==> src/rtl/noc_types.sv <==
// rtl/noc_types.sv - shared NoC flit, divider packet and core parameter types
package noc_types;

  localparam int NOC_FLIT_BITS = 16;
  localparam int NOC_ADDR_BITS = 4;
  localparam logic [NOC_ADDR_BITS-1:0] POS_DIV_NODE = 4'd3;

  // Request is {dp(3), cancel(1), dividend(32), divisor(32)}
  localparam int DIV_REQ_BITS = 68;
  localparam int DIV_RSP_BITS = 32;

  typedef struct packed {
    logic [NOC_ADDR_BITS-1:0] dst;
    logic                     last;
    logic [NOC_FLIT_BITS-1:0] payload;
  } flit_t;

  typedef struct packed {
    logic valid;
    logic unsign;
    logic rem;
  } el2_div_pkt_t;

  // Core parameter set; only the flush counter floor is consumed here
  typedef struct packed {
    logic [7:0] div_cnt_bits;
  } el2_param_t;

  function automatic int req_flits(input int fb);
    return (DIV_REQ_BITS + fb - 1) / fb;
  endfunction

  function automatic int rsp_flits(input int fb);
    return (DIV_RSP_BITS + fb - 1) / fb;
  endfunction

endpackage

==> src/rtl/node_port.sv <==
// rtl/node_port.sv - one-direction NoC flit link with producer and consumer views
interface node_port;
  import noc_types::*;

  logic  valid;
  logic  ready;
  flit_t flit;

  modport up   (output valid, output flit, input ready);
  modport down (input valid, input flit, output ready);

endinterface

==> src/rtl/noc_flit_deserializer.sv <==
// rtl/noc_flit_deserializer.sv - reassembles an N-flit packet, MSB flit first
module noc_flit_deserializer #(
  parameter int FB = 16,
  parameter int N  = 2
) (
  input  logic          clk,
  input  logic          rst_l,
  input  logic          clear,
  input  logic          in_valid,
  input  logic          in_last,
  input  logic [FB-1:0] in_data,
  output logic          done,
  output logic [N*FB-1:0] data
);

  localparam int CW = (N > 1) ? $clog2(N) : 1;
  localparam logic [CW-1:0] CNT_LAST = CW'(N - 1);

  logic [CW-1:0] cnt_q;

  // The packet ends on its tagged last flit, or when N flits have arrived
  assign done = in_valid && (in_last || (cnt_q == CNT_LAST));

  if (N > 1) begin : g_shift
    logic [(N-1)*FB-1:0] sh_q;

    // The word presented on done already includes the flit arriving now
    assign data = {sh_q, in_data};

    // Shift earlier flits towards the MSB end; drop partial packets on clear
    always_ff @(posedge clk or negedge rst_l) begin
      if (!rst_l) begin
        sh_q <= '0;
      end else if (clear || done) begin
        sh_q <= '0;
      end else if (in_valid) begin
        sh_q <= data[(N-1)*FB-1:0];
      end
    end
  end else begin : g_single
    assign data = in_data;
  end

  // Flit position within the current packet
  always_ff @(posedge clk or negedge rst_l) begin
    if (!rst_l) begin
      cnt_q <= '0;
    end else if (clear || done) begin
      cnt_q <= '0;
    end else if (in_valid) begin
      cnt_q <= cnt_q + 1'b1;
    end
  end

endmodule

==> src/rtl/el2_exu_div_noc_client.sv <==
// rtl/el2_exu_div_noc_client.sv - EXU endpoint serializing divides to the remote divider node
module el2_exu_div_noc_client
  import noc_types::*;
#(
  parameter el2_param_t              pt           = '0,
  parameter int                      FLIT_BITS    = NOC_FLIT_BITS,
  parameter logic [NOC_ADDR_BITS-1:0] DIV_ADDR    = POS_DIV_NODE,
  parameter int                      FLUSH_CYCLES = 8
) (
  input  logic         clk,
  input  logic         rst_l,
  input  el2_div_pkt_t dp,
  input  logic [31:0]  dividend,
  input  logic [31:0]  divisor,
  input  logic         cancel,
  output logic [31:0]  out,
  output logic         finish_dly,
  output logic         div_busy,
  node_port.up         up,
  node_port.down       down
);

  localparam int REQ_FLITS = req_flits(FLIT_BITS);
  localparam int RSP_FLITS = rsp_flits(FLIT_BITS);
  localparam int REQ_W     = REQ_FLITS * FLIT_BITS;
  localparam int RSP_W     = RSP_FLITS * FLIT_BITS;
  localparam int RCW       = (REQ_FLITS > 1) ? $clog2(REQ_FLITS) : 1;
  localparam int FCW_MIN   = $clog2(FLUSH_CYCLES + 1);
  localparam int PT_CNT    = int'(pt.div_cnt_bits);
  localparam int FCW       = (PT_CNT > FCW_MIN) ? PT_CNT : FCW_MIN;

  localparam logic [RCW-1:0] REQ_LAST   = RCW'(REQ_FLITS - 1);
  localparam logic [FCW-1:0] FLUSH_LAST = FCW'(FLUSH_CYCLES - 1);

  typedef enum logic [2:0] {
    IDLE,
    SEND,
    WAIT,
    CSEND,
    FLUSH
  } state_t;

  state_t           state_q, state_d;
  logic [REQ_W-1:0] req_q;
  logic [RCW-1:0]   flit_cnt_q;
  logic [FCW-1:0]   flush_cnt_q;
  logic             cancel_seen_q;
  logic [31:0]      out_q;
  logic             finish_q;

  logic             load_req, load_abort, load_out;
  logic             up_fire, flit_last;
  logic             rsp_done;
  logic [RSP_W-1:0] rsp_data;

  assign up_fire   = up.valid && up.ready;
  assign flit_last = (flit_cnt_q == REQ_LAST);

  // Both request and abort packets leave from the top of the same shift register
  assign up.valid        = (state_q == SEND) || (state_q == CSEND);
  assign up.flit.dst     = DIV_ADDR;
  assign up.flit.last    = flit_last;
  assign up.flit.payload = NOC_FLIT_BITS'(req_q[REQ_W-1 -: FLIT_BITS]);

  // Responses outside WAIT are stale or unsolicited and are simply sunk
  assign down.ready = 1'b1;

  assign out        = out_q;
  assign finish_dly = finish_q;
  assign div_busy   = (state_q != IDLE);

  noc_flit_deserializer #(
    .FB (FLIT_BITS),
    .N  (RSP_FLITS)
  ) u_rsp_deser (
    .clk      (clk),
    .rst_l    (rst_l),
    .clear    (state_q != WAIT),
    .in_valid (down.valid && (state_q == WAIT)),
    .in_last  (down.flit.last),
    .in_data  (down.flit.payload[FLIT_BITS-1:0]),
    .done     (rsp_done),
    .data     (rsp_data)
  );

  // State register
  always_ff @(posedge clk or negedge rst_l) begin
    if (!rst_l) begin
      state_q <= IDLE;
    end else begin
      state_q <= state_d;
    end
  end

  // Next state and datapath load strobes; packets always run to their last flit
  always_comb begin
    state_d    = state_q;
    load_req   = 1'b0;
    load_abort = 1'b0;
    load_out   = 1'b0;
    case (state_q)
      IDLE: begin
        if (dp.valid && !cancel) begin
          state_d  = SEND;
          load_req = 1'b1;
        end
      end
      SEND: begin
        if (up_fire && flit_last) begin
          if (cancel_seen_q || cancel) begin
            state_d    = CSEND;
            load_abort = 1'b1;
          end else begin
            state_d = WAIT;
          end
        end
      end
      WAIT: begin
        if (cancel) begin
          // A result completing under cancel is discarded with no abort needed
          state_d    = rsp_done ? IDLE : CSEND;
          load_abort = !rsp_done;
        end else if (rsp_done) begin
          state_d  = IDLE;
          load_out = 1'b1;
        end
      end
      CSEND: begin
        if (up_fire && flit_last) begin
          state_d = FLUSH;
        end
      end
      FLUSH: begin
        if (flush_cnt_q == FLUSH_LAST) begin
          state_d = IDLE;
        end
      end
      default: state_d = IDLE;
    endcase
  end

  // Packet shift register, flit/flush counters, sticky cancel and result register
  always_ff @(posedge clk or negedge rst_l) begin
    if (!rst_l) begin
      req_q         <= '0;
      flit_cnt_q    <= '0;
      flush_cnt_q   <= '0;
      cancel_seen_q <= 1'b0;
      out_q         <= '0;
      finish_q      <= 1'b0;
    end else begin
      finish_q <= load_out;
      if (load_out) begin
        out_q <= rsp_data[31:0];
      end
      if ((state_q == SEND) && cancel) begin
        cancel_seen_q <= 1'b1;
      end
      if (load_req) begin
        req_q         <= REQ_W'({dp, 1'b0, dividend, divisor});
        flit_cnt_q    <= '0;
        cancel_seen_q <= 1'b0;
      end else if (load_abort) begin
        req_q         <= REQ_W'({3'b000, 1'b1, 64'd0});
        flit_cnt_q    <= '0;
        cancel_seen_q <= 1'b0;
      end else if (up_fire) begin
        req_q      <= req_q << FLIT_BITS;
        flit_cnt_q <= flit_last ? '0 : flit_cnt_q + 1'b1;
      end
      flush_cnt_q <= (state_q == FLUSH) ? flush_cnt_q + 1'b1 : '0;
    end
  end

endmodule
==> src/flat_wrapper.sv <==
// flat-port wrapper written by rule: the top's interface ports become plain ports
module el2_exu_div_noc_client_flat import noc_types::*;
#(
  parameter el2_param_t              pt           = '0,
  parameter int                      FLIT_BITS    = NOC_FLIT_BITS,
  parameter logic [NOC_ADDR_BITS-1:0] DIV_ADDR    = POS_DIV_NODE,
  parameter int                      FLUSH_CYCLES = 8
)
  (clk, rst_l, dp, dividend, divisor, cancel, out, finish_dly, div_busy, up_valid, up_flit, up_ready, down_valid, down_flit, down_ready);
  node_port up_i ();
  node_port down_i ();
  input  logic clk;
  input  logic rst_l;
  input  el2_div_pkt_t dp;
  input  logic [31:0] dividend;
  input  logic [31:0] divisor;
  input  logic cancel;
  output logic [31:0] out;
  output logic finish_dly;
  output logic div_busy;
  output wire logic [$bits(up_i.valid)-1:0] up_valid;
  output wire logic [$bits(up_i.flit)-1:0] up_flit;
  input wire logic [$bits(up_i.ready)-1:0] up_ready;
  input wire logic [$bits(down_i.valid)-1:0] down_valid;
  input wire logic [$bits(down_i.flit)-1:0] down_flit;
  output wire logic [$bits(down_i.ready)-1:0] down_ready;
  assign up_valid = up_i.valid;
  assign up_flit = up_i.flit;
  assign up_i.ready = up_ready;
  assign down_i.valid = down_valid;
  assign down_i.flit = down_flit;
  assign down_ready = down_i.ready;
  el2_exu_div_noc_client #(.pt(pt), .FLIT_BITS(FLIT_BITS), .DIV_ADDR(DIV_ADDR), .FLUSH_CYCLES(FLUSH_CYCLES)) u_core (.clk(clk), .rst_l(rst_l), .dp(dp), .dividend(dividend), .divisor(divisor), .cancel(cancel), .out(out), .finish_dly(finish_dly), .div_busy(div_busy), .up(up_i), .down(down_i));
endmodule
==> config.mk <==
export PLATFORM = sky130hd
export DESIGN_NAME = el2_exu_div_noc_client_flat
export DESIGN_NICKNAME = d
export VERILOG_FILES = /design/src/rtl/noc_types.sv /design/src/rtl/node_port.sv /design/src/rtl/noc_flit_deserializer.sv /design/src/rtl/el2_exu_div_noc_client.sv /design/src/flat_wrapper.sv
export SDC_FILE = /design/constraint.sdc
export NUM_CORES = 1
export LEC_CHECK = 0
export CORE_UTILIZATION = 35
export CTS_BUF_LIST = sky130_fd_sc_hd__clkbuf_4 sky130_fd_sc_hd__clkbuf_8 sky130_fd_sc_hd__clkbuf_16
export CTS_CLUSTER_DIAMETER = 100
export CTS_CLUSTER_SIZE = 28
export DETAILED_ROUTE_END_ITERATION = 6
export SETUP_SLACK_MARGIN = 0.05
export SYNTH_ARGS = -nofsm -noshare
export SYNTH_HDL_FRONTEND = slang
export SYNTH_HIERARCHICAL = 1
export SYNTH_SLANG_ARGS = --single-unit
==> constraint.sdc <==
create_clock -name clk -period 4.6 [get_ports clk]
set_input_delay 0.69 -clock clk [delete_from_list [all_inputs] [get_ports clk]]
set_output_delay 0.69 -clock clk [all_outputs]
set_load 0.02 [all_outputs]
Word level (Yosys, flattened, before mapping)
Index checks and enable logic that the tools add are counted.

Flip-flop bits (word level): 141. Bits in latches: 0. RAM bits: 0. ROM bits: 0. Output and inout port bits: 57. Logic and storage cells: 75. Memories: 0.

$add $sub $neg: 3. Multiply operators: 0. Div/mod/pow operators: 0. Order comparisons: 0. Equal/unequal tests: 12. Shifts and indexed selects: 0. Multiplexer cells: 33. Bitwise gates (word level): 0. Reductions and logical operators: 18.

Operators by type and width (number): $mux W80 (3); $mux W16 (2); $mux W3 (10); $pmux W3 S5 (1); $mux W1 (14); $reduce_bool A3 Y1 (3); $eq A3 B2 Y1 const B (2); $eq A3 B3 Y1 const B (2); $logic_and A1 B1 Y1 (6); $ne A3 B2 Y1 const B (2); $reduce_and A5 Y1 (1); $add A4 B1 Y4 const B (1); $eq A4 B3 Y1 const B (1); $logic_or A1 B1 Y1 (4); $mux W4 (1); $ne A2 B1 Y1 const B (2); $ne A2 B2 Y1 const B (2); $add A3 B1 Y3 const B (1); $eq A3 B1 Y1 const B (1); $logic_not A3 Y1 (1); $logic_not A1 Y1 (2); $mux W2 (1); $pmux W1 S2 (1); $reduce_bool A2 Y1 (1); $add A1 B1 Y1 const B (1).

Logic depth before layout (Yosys ltp)
Gate-level depths: netlist (run 1).

Depth in word-level cells: 8. Depth in mapped cells: 10. Gate-level depth less buffers: 7.

Cells and area by module
Netlist (run 1), hierarchy kept.

Modules (own cells, without submodules): el2_exu_div_noc_client (times used 1, cells each 474, area each 5407.7 µm², sequential area each 3103.0 µm²); noc_flit_deserializer (times used 1, cells each 92, area each 972.2 µm², sequential area each 425.4 µm²).

Worst setup path after synthesis (run 1)
OpenSTA, ideal clock, no wires.

Path kind: in2reg. Start: in down_valid. End: reg u_core.out_q[10] (netlist: u_core/out[10]). Library setup time: 125 ps. Data arrival time: 2287 ps. Data required time: 4475 ps. Path slack: 2189 ps. Stages on the path: 8. Path buffers: 3. Cell sequence: and2_1 > clkbuf_1 > o21a_1 > inv_1 > or3_1 > clkbuf_1 > buf_2 > mux2_2.

Cells in the longest elaborated chain, start to end: 5.

Ends and longest elaborated chain: from (decl) (RTL line flat_wrapper.sv:24) `input wire logic [$bits(down_i.valid)-1:0] down_valid;`; $logic_and A1 B1 Y1 (RTL line el2_exu_div_noc_client.sv:79) `.in_valid (down.valid && (state_q == WAIT)),`; $logic_and A1 B1 Y1 (RTL line noc_flit_deserializer.sv:22) `assign done = in_valid && (in_last || (cnt_q == CNT_LAST));`; via u_core.rsp_done (RTL line el2_exu_div_noc_client.sv:53) `logic rsp_done;`; $mux W1 (RTL line el2_exu_div_noc_client.sv:123) `end else if (rsp_done) begin`; $mux W1 (RTL line el2_exu_div_noc_client.sv:119) `if (cancel) begin`; $mux W1 (RTL line el2_exu_div_noc_client.sv:101) `case (state_q)`; to (signal assigned) (RTL line el2_exu_div_noc_client.sv:154) `out_q <= rsp_data[31:0];`; to (decl) (RTL line el2_exu_div_noc_client.sv:48) `logic [31:0] out_q;`.

The timed path passes the listed nets, and every way through them passes these cells. A chain may end at the register's enable or synchronous reset.

Final worst setup path (run 1)
Start: in down_flit[16]. End: reg u_core.state_q[0].

Cells in the longest elaborated chain, start to end: 5. Elaborated cells between the ends (all ways): 7.

Ends and longest elaborated chain: from (decl) (RTL line flat_wrapper.sv:25) `input wire logic [$bits(down_i.flit)-1:0] down_flit;`; $logic_or A1 B1 Y1 (*) (RTL line noc_flit_deserializer.sv:22); $logic_and A1 B1 Y1 (*) (RTL line noc_flit_deserializer.sv:22); via u_core.rsp_done (RTL line el2_exu_div_noc_client.sv:53); $mux W2 (RTL line el2_exu_div_noc_client.sv:121) `state_d = rsp_done ? IDLE : CSEND;`; $mux W3 (RTL line el2_exu_div_noc_client.sv:119); $pmux W3 S5 (RTL line el2_exu_div_noc_client.sv:101); to (signal assigned) (RTL line el2_exu_div_noc_client.sv:91) `state_q <= state_d;`; to (decl) (RTL line el2_exu_div_noc_client.sv:43) `state_t state_q, state_d;`.

The timed path passes the listed nets; every way through them passes the cells marked *.

==> results of run 1 <==
==> per-stage QoR <==
step,cells,util,hold slack (ps),power (mW),setup slack [ps]
6_report,900,0.462,392,4.12,1680
5_1_grt,900,0.462,464,4.34,1480
4_1_cts,900,0.462,438,4.17,1640
3_5_place_dp,868,0.428,479,2.76,1200
3_3_place_gp,868,0.428,446,2.72,1280
2_1_floorplan,569,-,394,2.43,2190
==> cells in the final DEF, fill, tap and decap left out, drive strengths merged <==
master	synthesis	final
clkinvlp	0	1
a32o	16	16
clkbuf	18	18
clkinv	0	9
a21oi	35	35
nor2	10	10
conb	2	5
o22ai	1	1
nand3b	1	1
clkdlybuf4s50	0	139
xnor2	1	1
bufinv	0	3
or3b	2	2
a31oi	1	1
a22oi	1	1
mux2i	51	51
dfrtp	141	141
nand3	2	2
nor3b	4	4
mux2	32	32
nand2	80	80
xor2	2	2
o21ai	55	55
nand4bb	16	16
or3	3	3
nand2b	18	18
ha	3	3
buf	58	7
o21a	2	2
and3	2	2
inv	6	7
and2	3	3
==> final timing paths <==
path / endpoint / slack, ps / cells past startpoint / startpoint
setup reg to reg: u_core/state_q[0] / 1970 / 7 / u_core/state_q[1]
hold reg to reg: u_core/flush_cnt_q[0] / 480 / 1 / u_core/flush_cnt_q[0]
hold / removal: u_core/out[7] / 390 / 1 / rst_l
min in group clk: u_core/flush_cnt_q[0] / 480 / 1 / u_core/flush_cnt_q[0]
max in group asynchronous: u_core/req_q[73] / 3110 / 2 / rst_l
setup / recovery: u_core/state_q[0] / 1680 / 6 / down_flit[16]
==> per-layer routing <==
metal  wire length (um)  up-vias  global-route usage
li1                   -     2118                   -
met1               6650     2181               0.205
met2               6350      141               0.242
met3                799       18              0.0393
met4                206        0              0.0617
met5                  0        -                   0
==> power by group through the flow <==
stage          Combinational, mW  Clock (mW)  Sequential (mW)
6_report                    1.05        1.39             1.68
5_1_grt                     1.15        1.48             1.71
4_1_cts                     1.06        1.42             1.68
3_5_place_dp                1.06           0             1.70
3_3_place_gp                1.03           0             1.69
2_1_floorplan              0.780           0             1.65
==> logic make-up (layout without fill, tap and decap cells) <==
kind of cell,Yosys count,in the layout,share of synthesized area
fa+ha+maj,3,3,0.00588
xor+xnor,3,3,0.00412
compound gates,111,111,0.102
other cells,2,5,0.00118
simple gates,141,141,0.119
buf+inv,82,184,0.0781
flops,141,141,0.553
mux,83,83,0.136
==> worst max-delay path: stages <==
cell and delay [ps]:
sky130_fd_sc_hd__clkdlybuf4s50_1 830, sky130_fd_sc_hd__o21a_1 250, sky130_fd_sc_hd__inv_1 60, sky130_fd_sc_hd__a22oi_1 420
sky130_fd_sc_hd__o21a_1 710, sky130_fd_sc_hd__o21ai_0 200
==> sequential cells by signal, indices dropped and copies added (netlist names) <==
name                             flops
u_core/state_q                       3
u_core/finish_dly                    1
u_core/out                          32
u_core/u_rsp_deser/cnt_q             1
u_core/u_rsp_deser/g_shift.sh_q     16
u_core/cancel_seen_q                 1
u_core/flit_cnt_q                    3
u_core/req_q                        80
u_core/flush_cnt_q                   4
==> final cells by class <==
cell class                 instances  area, um2  share of cell area
clock buffer                      18        433              0.0524
timing repair buffer             146       1450               0.175
inverter                           6       22.5             0.00272
tap                              229        287              0.0347
sequential                       141       3530               0.427
multi-input combinational        346       2380               0.288
clock inverter                    14        170              0.0206
==> Implementation_results.wiki, run 1 <==
{| class="wikitable"
! Metric !! Value
|-
| Comb pwr share || 0.255
|-
| Critical path class || input pin to register
|-
| Total via count after detailed routing || 4458
|-
| Buffer levels on the longest clock path || 2
|-
| Post-Syn Area || 0.00638 mm2
|-
| Clock sink count || 141
|-
| Worst-skew pair later-pin latency || 410 ps
|-
| Flop pwr share || 0.408
|-
| CP arrival || 3160 ps
|-
| Prevailing post-synth register cell || sky130_fd_sc_hd__dfrtp_1
|-
| Initial core utilization || 0.356
|-
| Number of flops mapped to enable cells by yosys || 0
|-
| Warnings, synthesis || 6
|-
| ANT nets after route || 0
|-
| Placer's final routability congestion estimate || 0.702
|-
| Maximum number of pins on one net before global-route repair || 104
|-
| Switching power summed over all nets || 1.26 mW
|-
| Startpoint class of the critical path || input pin
|-
| Clock H-tree levels || 4
|-
| Wire length of the first global-routing pass || 22300 um
|-
| Number of rows created at floorplan || 49
|-
| Area of the die || 0.0188 mm2
|-
| Maximum Capacitance Violations || 0
|-
| Outcome || completed
|-
| Gates resized, CTS repair || 0
|-
| Routed length per instance || 15.6 um
|-
| Highest Clock Rate || 0.342 GHz
|-
| Synth-to-Final Area Change || 29.6%
|-
| IO buf count || 140
|-
| Post-synthesis register bit count || 141
|-
| Area post-placement || 0.00766 mm2
|-
| Top area cells in the synthesized netlist || sky130_fd_sc_hd__dfrtp_1, sky130_fd_sc_hd__mux2i_1, sky130_fd_sc_hd__mux2_2
|-
| Ratio of cells with drive above 1 in the final layout || 0.116
|-
| Core region area || 0.0179 mm2
|-
| Number of top-level design ports || 150
|-
| Yosys top cell area share || 0.553
|-
| Minimum period implied by the final worst setup slack || 2920 ps
|-
| Number of slew-limit violations in the final report || 0
|-
| Net Sw Frac || 0.307
|-
| Setup TNS || 0 ps
|-
| Leakage power of the design || 3.60 nW
|-
| Number of hold buffers added after CTS || 0
|-
| Post-CTS setup-driven buffer insertion count || 0
|-
| Number of global-route vias before repair || 4389
|-
| Clk_skew || 8.23 ps
|-
| Die outline height || 137 um
|-
| Hold violation total from the final report || 0
|-
| TritonCTS clock tree || built
|-
| Post-synth top cells || sky130_fd_sc_hd__dfrtp_1, sky130_fd_sc_hd__nand2_1, sky130_fd_sc_hd__o21ai_0
|-
| Cell type with the largest total area after synthesis || sky130_fd_sc_hd__dfrtp_1
|-
| Post-Synthesis Cells || 566
|-
| Number of DRC violations after detailed-routing iteration 0 || 203
|-
| Fill cells || 1637
|-
| Fraction of registers with async set or reset after synthesis || 1.00
|-
| Data required time of the worst path || 4840 ps
|-
| Initial antenna violation count || 0
|-
| Ant diodes || 0
|-
| Category of the worst setup path capture point || register
|-
| Most instantiated library cell after synthesis || sky130_fd_sc_hd__dfrtp_1
|-
| Setup-violating endpoint count in the final report || 0
|-
| Total Routed Length || 14000 um
|-
| Power density over the cells || 498 mW/mm2
|-
| Number of clock buffers inserted by TritonCTS || 17
|-
| Maximum VDD drop || 0.280 mV
|-
| Transition time of the tightest slew-check pin || 986 ps
|-
| Proportion of synthesized chip area in sequential cells || 0.553
|-
| Clock Pin Slew Worst Setup and Hold Paths || 60 ps
|-
| Final routed DRC violation total || 0
|-
| Root buffer selected by CTS || sky130_fd_sc_hd__clkbuf_16
|-
| Total Routing Usage GR || 0.155
|-
| Unrepaired setup endpoints after global routing || no
|-
| Vias per cell || 4.95
|-
| Clock network power share || 0.337
|-
| DR pass1 iterations || 4
|-
| Final design area excluding fillers || 0.00827 mm2
|-
| Mean post-synth cell area || 11.3 um2
|-
| CP Max Fanout || 18
|-
| Final global-route overflow total || 0
|-
| Number of nets in the finished design || 754
|-
| Power Internal || 2.85 mW
|-
| Number of different library cells in the post-synthesis netlist || 39
|-
| Die Span X || 137 um
|-
| Headroom to the max-slew limit || 0.343
|-
| Hold Path Class || input pin to asynchronous set/reset pin
|-
| HPWL reported at the end of detailed placement || 9020 um
|-
| Final clock period utilization by the worst path || 0.635
|}
Note: power is estimated with default switching activity, not from simulation.
==> run 2, diff against run 1 <==
==> constraint.sdc (replaced) <==
create_clock -name clk -period 3 [get_ports clk]
set_input_delay 0.45 -clock clk [delete_from_list [all_inputs] [get_ports clk]]
set_output_delay 0.45 -clock clk [all_outputs]
set_load 0.02 [all_outputs]
==> run 2 against run 1 <==
Compared with the run above: register-to-register slack worse by 1300 ps; critical path type is now register to register; non-clock buffer count rose by 9; routed wire length rose by 1.1%; design area grew 1.5%; cell count rose by 1.0%; clock-buffer cell count stayed put; clock power increased by 54%; hold slack improved by 69 ps.
==> Implementation_results.wiki, run 2 (synthesis gave the netlist of run 1 again) <==
{| class="wikitable"
! Metric !! Value
|-
| Total Routed Length || 14100 um
|-
| Post-layout power || 6.37 mW
|-
| Number of rows created at floorplan || 49
|-
| Ant diodes || 0
|-
| Data required time of the worst path || 3290 ps
|-
| Clock network power share || 0.336
|-
| Area used by sequential logic in the layout || 0.00353 mm2
|-
| Maximum Capacitance Violations || 0
|-
| Unrepaired setup endpoints after global routing || no
|-
| Die outline height || 137 um
|-
| Clk_skew || 12.0 ps
|-
| Clock H-tree levels || 4
|-
| Number of nets in the finished design || 763
|-
| Clock sink count || 141
|-
| Commonest non-fill, non-tap cell in the layout || sky130_fd_sc_hd__dfrtp_1
|-
| Setup slack of the critical path after layout || 664 ps
|-
| Final global-route overflow total || 0
|-
| Final clock period utilization by the worst path || 0.779
|-
| Category of the worst setup path capture point || register
|-
| Startpoint class of the critical path || register
|-
| Transition time of the tightest slew-check pin || 659 ps
|-
| Switching power summed over all nets || 1.94 mW
|-
| Area of the die || 0.0188 mm2
|-
| HPWL reported at the end of detailed placement || 9380 um
|-
| Power Internal || 4.42 mW
|-
| Number of flip-flops in the largest register || 80
|-
| Highest Clock Rate || 0.428 GHz
|-
| Hold violation total from the final report || 0
|-
| Initial core utilization || 0.356
|-
| Critical path class || register to register
|-
| Register ranked first by flip-flop count || u_core/req_q
|-
| Hold Path Class || register to register
|-
| Setup-violating endpoint count in the final report || 0
|-
| Synth-to-Final Area Change || 31.6%
|-
| Buffer levels on the longest clock path || 2
|-
| Leakage power of the design || 3.66 nW
|-
| Setup TNS || 0 ps
|-
| Root buffer selected by CTS || sky130_fd_sc_hd__clkbuf_16
|-
| CP arrival || 2630 ps
|-
| Outcome || completed
|-
| Area of the multi-input gates || 0.00238 mm2
|-
| Number of top-level design ports || 150
|-
| Net Sw Frac || 0.305
|-
| Number of clock buffers inserted by TritonCTS || 17
|-
| Most used cells in the layout excluding fill and tap cells || sky130_fd_sc_hd__dfrtp_1, sky130_fd_sc_hd__clkdlybuf4s50_1, sky130_fd_sc_hd__nand2_1
|-
| Maximum number of pins on one net before global-route repair || 67
|-
| Number of DRC violations after detailed-routing iteration 0 || 250
|-
| Minimum period implied by the final worst setup slack || 2340 ps
|-
| Final routed DRC violation total || 0
|-
| Final instance count without filler cells || 909
|-
| Ratio of cells with drive above 1 in the final layout || 0.126
|-
| Wire length of the first global-routing pass || 22900 um
|-
| Hold_ws || 461 ps
|-
| Headroom to the max-slew limit || 0.561
|-
| Flop pwr share || 0.405
|-
| Number of global-route vias before repair || 4479
|-
| Comb pwr share || 0.259
|-
| Total Routing Usage GR || 0.160
|-
| Fill cells || 1619
|-
| Total via count after detailed routing || 4499
|-
| DR pass1 iterations || 4
|-
| Core region area || 0.0179 mm2
|-
| TritonCTS clock tree || built
|-
| CP Max Fanout || 27
|-
| Clock Pin Slew Worst Setup and Hold Paths || 60 ps
|-
| Placed Instances || 876
|-
| Placer's final routability congestion estimate || 0.722
|-
| Number of slew-limit violations in the final report || 0
|-
| Vias per cell || 4.95
|-
| Post-placement worst setup slack || 530 ps
|-
| Maximum VDD drop || 0.437 mV
|-
| Routed length per instance || 15.6 um
|-
| ANT nets after route || 0
|-
| Initial antenna violation count || 0
|-
| Power density over the cells || 759 mW/mm2
|-
| IO buf count || 140
|-
| Worst-skew pair later-pin latency || 420 ps
|-
| Die Span X || 137 um
|}
run 2: cell types whose count changed in the layout (fill, tap and decap cells not counted), sizes merged:
cell,delta
buf,+8
clkinv,-1
clkinvlp,+1
dlygate4sd3,+1
run 2: worst paths after layout:
check,endpoint,slack (ps),cells past startpoint,from
setup reg to reg,u_core/out[14],660,7,u_core/state_q[1]
min in group asynchronous,u_core/u_rsp_deser/g_shift.sh_q[8],500,2,rst_l
hold / removal,u_core/flush_cnt_q[0],460,1,u_core/flush_cnt_q[0]
hold reg to reg,u_core/flush_cnt_q[0],460,1,u_core/flush_cnt_q[0]
max in group asynchronous,u_core/req_q[61],1630,3,rst_l
setup / recovery,u_core/out[14],660,7,u_core/state_q[1]
run 2: final cells by class:
type	instances	share of cell area
well taps	229	0.0341
repair buffers	155	0.187
multi-input cells	346	0.284
inverters	6	0.00268
clock inverters	14	0.0201
clock buffers	18	0.0523
flip-flops and latches	141	0.420
run 2: routing by layer:
metal  global-route usage  share of wire  wire, um  vias up
met5                    0              0         0        -
met4               0.0641          0.011       149        0
met3               0.0400          0.067       947       13
met2                0.249           0.47      6590      149
met1                0.212           0.46      6460     2205
li1                     -              -         -     2132
run 2: stage by stage:
step           cell area, um2  utilization
6_report                 8390        0.469
5_1_grt                  8390        0.469
4_1_cts                  8390        0.469
3_5_place_dp             7770        0.434
3_3_place_gp             7770        0.434
2_1_floorplan            6390            -
run 2: worst max-delay path, cell delays in order (launching register included):
cell and delay [ps]:
sky130_fd_sc_hd__dfrtp_1 450, sky130_fd_sc_hd__nor3b_2 270, sky130_fd_sc_hd__and2_1 180, sky130_fd_sc_hd__o21a_1 160, sky130_fd_sc_hd__inv_1 60, sky130_fd_sc_hd__or3_1 540
sky130_fd_sc_hd__buf_12 250, sky130_fd_sc_hd__mux2_2 280
run 2: timing repair:
action                    4_1_cts  5_1_grt
hold buffers                    1        0
hold endpoints to repair       36        0
resized for setup               0        0
setup buffers                   0        0
run 2: power groups by stage:
stage / sequential (mW) / clock (mW) / combinational [mW]
2_1_floorplan: 2.53 / 0 / 1.20
3_3_place_gp: 2.59 / 0 / 1.63
3_5_place_dp: 2.61 / 0 / 1.67
4_1_cts: 2.58 / 2.20 / 1.68
5_1_grt: 2.63 / 2.29 / 1.82
6_report: 2.58 / 2.14 / 1.65
